`config.mk`:
```
export PLATFORM = sky130hd
export DESIGN_NAME = fetch_issue_unit
export DESIGN_NICKNAME = d
export VERILOG_FILES = /design/src/rtl/fetch_issue_unit.sv
export SDC_FILE = /design/constraint.sdc
export NUM_CORES = 1
export LEC_CHECK = 0
export CORE_MARGIN = 2
export CORE_UTILIZATION = 35
export CTS_BUF_LIST = sky130_fd_sc_hd__clkbuf_8 sky130_fd_sc_hd__clkbuf_16
export DETAILED_ROUTE_END_ITERATION = 12
export PLACE_DENSITY = 0.74
export REMOVE_ABC_BUFFERS = 1
export SLEW_MARGIN = 0
export SYNTH_ARGS = -nofsm -noshare
export SYNTH_HDL_FRONTEND = slang
export SYNTH_SLANG_ARGS = --single-unit
```
`constraint.sdc`:
```
create_clock -name clk -period 4.2 [get_ports clk]
set_input_delay 1.26 -clock clk [delete_from_list [all_inputs] [get_ports clk]]
set_output_delay 1.26 -clock clk [all_outputs]
set_load 0.005 [all_outputs]
```
`src/rtl/fetch_issue_unit.sv`:
```
// Front-end fetch/issue stage: holds the PC, fetches 12-bit instructions and issues
// opcode/operands over a valid/ready handshake. Jumps and halts are resolved locally.
module fetch_issue_unit #(
  parameter logic [7:0] RESET_PC = 8'h00,
  parameter logic [3:0] JMP_OP   = 4'hF,
  parameter logic [3:0] HLT_OP   = 4'h0
) (
  input  logic        clk,
  input  logic        reset,
  input  logic        start,
  output logic        imem_req,
  output logic [7:0]  imem_addr,
  input  logic [11:0] imem_rdata,
  input  logic        imem_valid,
  output logic        issue_valid,
  input  logic        issue_ready,
  output logic [3:0]  opcode,
  output logic [3:0]  operand_a,
  output logic [3:0]  operand_b,
  output logic [7:0]  pc_out,
  output logic        halted,
  output logic        busy
);

  typedef enum logic [1:0] {IDLE, FETCH, ISSUE, HALT} state_t;

  state_t      state_q;
  logic [7:0]  pc_q;
  logic [3:0]  op_q, a_q, b_q;
  logic        req_q, ivld_q, halt_q, busy_q;

  logic [3:0]  f_op, f_a, f_b;
  assign f_op = imem_rdata[11:8];
  assign f_a  = imem_rdata[7:4];
  assign f_b  = imem_rdata[3:0];

  // Every output is a flop; the next value of each is set alongside the state transition.
  always_ff @(posedge clk or negedge reset) begin
    if (!reset) begin
      state_q <= IDLE;
      pc_q    <= RESET_PC;
      op_q    <= 4'h0;
      a_q     <= 4'h0;
      b_q     <= 4'h0;
      req_q   <= 1'b0;
      ivld_q  <= 1'b0;
      halt_q  <= 1'b0;
      busy_q  <= 1'b0;
    end else begin
      case (state_q)
        IDLE: begin
          if (start) begin
            state_q <= FETCH;
            req_q   <= 1'b1;
            busy_q  <= 1'b1;
          end
        end
        FETCH: begin
          if (imem_valid) begin
            if (f_op == JMP_OP) begin
              // Request stays up; the new address goes out next cycle.
              pc_q <= {f_a, f_b};
            end else if (f_op == HLT_OP) begin
              state_q <= HALT;
              req_q   <= 1'b0;
              busy_q  <= 1'b0;
              halt_q  <= 1'b1;
            end else begin
              state_q <= ISSUE;
              req_q   <= 1'b0;
              ivld_q  <= 1'b1;
              op_q    <= f_op;
              a_q     <= f_a;
              b_q     <= f_b;
            end
          end
        end
        ISSUE: begin
          if (issue_ready) begin
            state_q <= FETCH;
            pc_q    <= pc_q + 8'd1;
            ivld_q  <= 1'b0;
            req_q   <= 1'b1;
          end
        end
        HALT: begin
          if (start) begin
            state_q <= FETCH;
            pc_q    <= RESET_PC;
            halt_q  <= 1'b0;
            req_q   <= 1'b1;
            busy_q  <= 1'b1;
          end
        end
        default: begin
          state_q <= IDLE;
          req_q   <= 1'b0;
          ivld_q  <= 1'b0;
          halt_q  <= 1'b0;
          busy_q  <= 1'b0;
        end
      endcase
    end
  end

  assign imem_req    = req_q;
  assign imem_addr   = pc_q;
  assign pc_out      = pc_q;
  assign issue_valid = ivld_q;
  assign opcode      = op_q;
  assign operand_a   = a_q;
  assign operand_b   = b_q;
  assign halted      = halt_q;
  assign busy        = busy_q;

endmodule

```
==> results.sh <==
export IMPL_outcome="completed"
export IMPL_diodes=0
export IMPL_critPathMaxStageDelay_ns=0.59
export IMPL_grt_pass1_vias=1157
export IMPL_synth_edf_count=0
export IMPL_crit_path_end_kind="register"
export IMPL_ys_warn_count=0
export IMPL_clk_pin_slew_ns=0.09
export IMPL_initialDrtViolationCount=61
export IMPL_synthTopCellsByCount="dfrtp_1 (26), mux2_4 (10), nand2_1 (9)"
export IMPL_syn_cell_area_mm2=0.00152
export IMPL_crit_fanout=12
export IMPL_cts_tree="yes"
export IMPL_grt_pass1_wl_um=5540
export IMPL_synthArstFlopShare=1.00
export IMPL_clock_sinks=26
export IMPL_netlist_instances=135
export IMPL_cts_hold_buf=0
export IMPL_initial_core_util=0.371
export IMPL_vias_per_cell=5.34
export IMPL_synth_mux_area_fraction=0.157
export IMPL_worstSetupPathType="input port to register"
export IMPL_route_detailed_drc=0
export IMPL_fin_tns_setup_ns=0
export IMPL_clock_fmax_mhz=358
export IMPL_synth_fa_ha_area_frac=0.0413
export IMPL_synth_top_family_by_area="multiplexers"
export IMPL_synth_area_leaders="dfrtp_1 (43%), mux2_4 (9.9%), ha_1 (4.1%)"
export IMPL_yosysMostFrequentCell="dfrtp_1"
export IMPL_drtPass1Iterations=4
export IMPL_arrival_ns=2.96
export IMPL_grt_max_degree=27
export IMPL_cts_resized=0
export IMPL_design_portCount=49
export IMPL_grt_usage=0.139
export IMPL_path_cells="clkdlybuf4s50_1, or4_4, nand4_4, mux2_2"
export IMPL_slew_viol_final=0
export IMPL_ys_seq_elements=26
export IMPL_timing_final_crit_share=0.666
export IMPL_numPortBuffers=48
export IMPL_tightest_slew_ns=0.709
export IMPL_fill_cells=379
export IMPL_crit_path_start_kind="input port"
export IMPL_cap_viol_max_count=0
export IMPL_core_area_mm2=0.00409
export IMPL_min_from="operand_a[0]"
export IMPL_place_congestion=0.846
export IMPL_holdWs_ns=0.519
export IMPL_dp_hpwl_um=2420
export IMPL_leakage_nw=0.858
export IMPL_antenna_found_initial=0
export IMPL_place_inst=223
export IMPL_ir_drop_mv=0.310
export IMPL_die_area_mm2=0.00488
export IMPL_rows=23
export IMPL_area_growth_pct=34.1
export IMPL_wirelength_um=3290
export IMPL_setup_viol=0
export IMPL_instances_no_fill=227
export IMPL_num_vias=1213
export IMPL_die_width_um=69.8
export IMPL_cp_slowest_cell="or4_4"
export IMPL_wl_per_cell_um=14.5
export IMPL_cts_buffers=3
export IMPL_cts_buffer_depth=2
export IMPL_synth_largest_area_cell="dfrtp_1"
export IMPL_postCtsSetupBuffers=0
export IMPL_rrSetupSlack_ns=2.01
export IMPL_ys_flop_type="dfrtp_1"
export IMPL_grt_overflow_total=0
export IMPL_synth_compound_area_frac=0.155
export IMPL_worstSkewPairLatency_ns=0.27
export IMPL_fin_crit_ns=2.80
export IMPL_rsz0062_at_grt="no"
export IMPL_p_per_area_mw_per_mm2=754
export IMPL_hold_class="register to register"
export IMPL_ys_types=42
export IMPL_worstReg2RegStart="state_q[0]"
export IMPL_ant_nets=0
export IMPL_seq_area_frac_synth=0.429
export IMPL_startpoint="imem_rdata[9]"
export IMPL_finalHoldViolations=0
export IMPL_synthSimpleGateAreaFrac=0.144
export IMPL_drive_gt1_frac=0.136
export IMPL_crit_required_ns=4.36
export IMPL_synth_top_area_frac=0.429
export IMPL_cts_root_buf="clkbuf_8"
export IMPL_p_total_mw=1.53
export IMPL_slew_headroom=0.523
export IMPL_synth_xor_xnor_area_share=0
export IMPL_fin_skew_ns=0.00268
export IMPL_die_h_um=69.8
export IMPL_nets=200
export IMPL_synth_avg_cell_area_um2=11.2
export IMPL_h_tree_depth=1
## metal layers
layer  global-route usage  vias up  part of all wire
li1                     -      580                 -
met1                0.201      583              0.48
met2                0.216       44              0.45
met3               0.0349        6             0.059
met4               0.0192        0            0.0076
met5                    0        -                 0
## flip-flops by register name (all words and copies together), names as in the netlist
register	cells
imem_addr	8
opcode	4
operand_a	4
operand_b	4
state_q	2
busy	1
halted	1
imem_req	1
issue_valid	1
## cell usage in the layout (no fill, tap or decap), drive strengths merged
cell           count
o22ai              2
nand3              4
a211oi             1
nand3b             1
a22oi              3
a31oi              6
a32oi              1
or3                2
a21oi              7
nand4              4
nand2              9
mux2              16
nor3               3
a221oi             1
a221o              1
inv                6
clkbuf             4
nor2b              3
o31ai              2
buf                1
and4               2
o21ai              5
o2bb2ai            1
mux2i              2
clkdlybuf4s50     48
nor2               3
a21o               2
nor4               1
a21boi             1
nand2b             2
dfrtp             26
or4                1
a22o               1
ha                 5
## final timing paths
| kind | endpoint | cells after the start |
|---|---|---|
| max in group asynchronous | imem_addr[4] | 2 |
| min in group asynchronous | issue_valid | 2 |
| max | operand_b[3] | 4 |
| min reg2reg | operand_a[0] | 1 |
| max reg2reg | imem_addr[7] | 6 |
| min | operand_a[0] | 1 |
## cells by family after synthesis
family / after synthesis
buffers and inverters: 17
adders and majority gates: 5
AOI/OAI and AO/OA: 34
and+or+nand+nor: 35
DFF: 26
muxes: 18
## report_power, final
group | internal (mW) | switching [mW] | total (mW)
clock network | 0.0838 | 0.0794 | 0.163
registers | 0.376 | 0.119 | 0.495
logic | 0.520 | 0.355 | 0.874
total | 0.980 | 0.554 | 1.53
## per-stage QoR
step / setup slack, ns / utilization / cell area, um2
detailed placement: 1.11 / 0.484 / 1980
CTS: 1.41 / 0.498 / 2030
global route: 1.33 / 0.498 / 2030
global placement: 1.15 / 0.484 / 1980
finish: 1.40 / 0.498 / 2030
floorplan: 1.69 / - / 1430
## cell type report
class / instances / area [um2] / area share
Timing Repair Buffer: 49 / 488 / 0.240
Inverter: 6 / 22.5 / 0.0111
Multi-Input combinational cell: 92 / 754 / 0.371
Clock buffer: 4 / 55.1 / 0.0271
Sequential cell: 26 / 651 / 0.320
Tap cell: 50 / 62.6 / 0.0308
## worst max-delay path, delay by kind of cell
kind | cells | cell delay (ns)
buffers and inverters | 1 | 0.48
AND/OR/NAND/NOR | 2 | 0.85
multiplexers | 1 | 0.37
No activity file was read; power rests on OpenSTA's default activity.
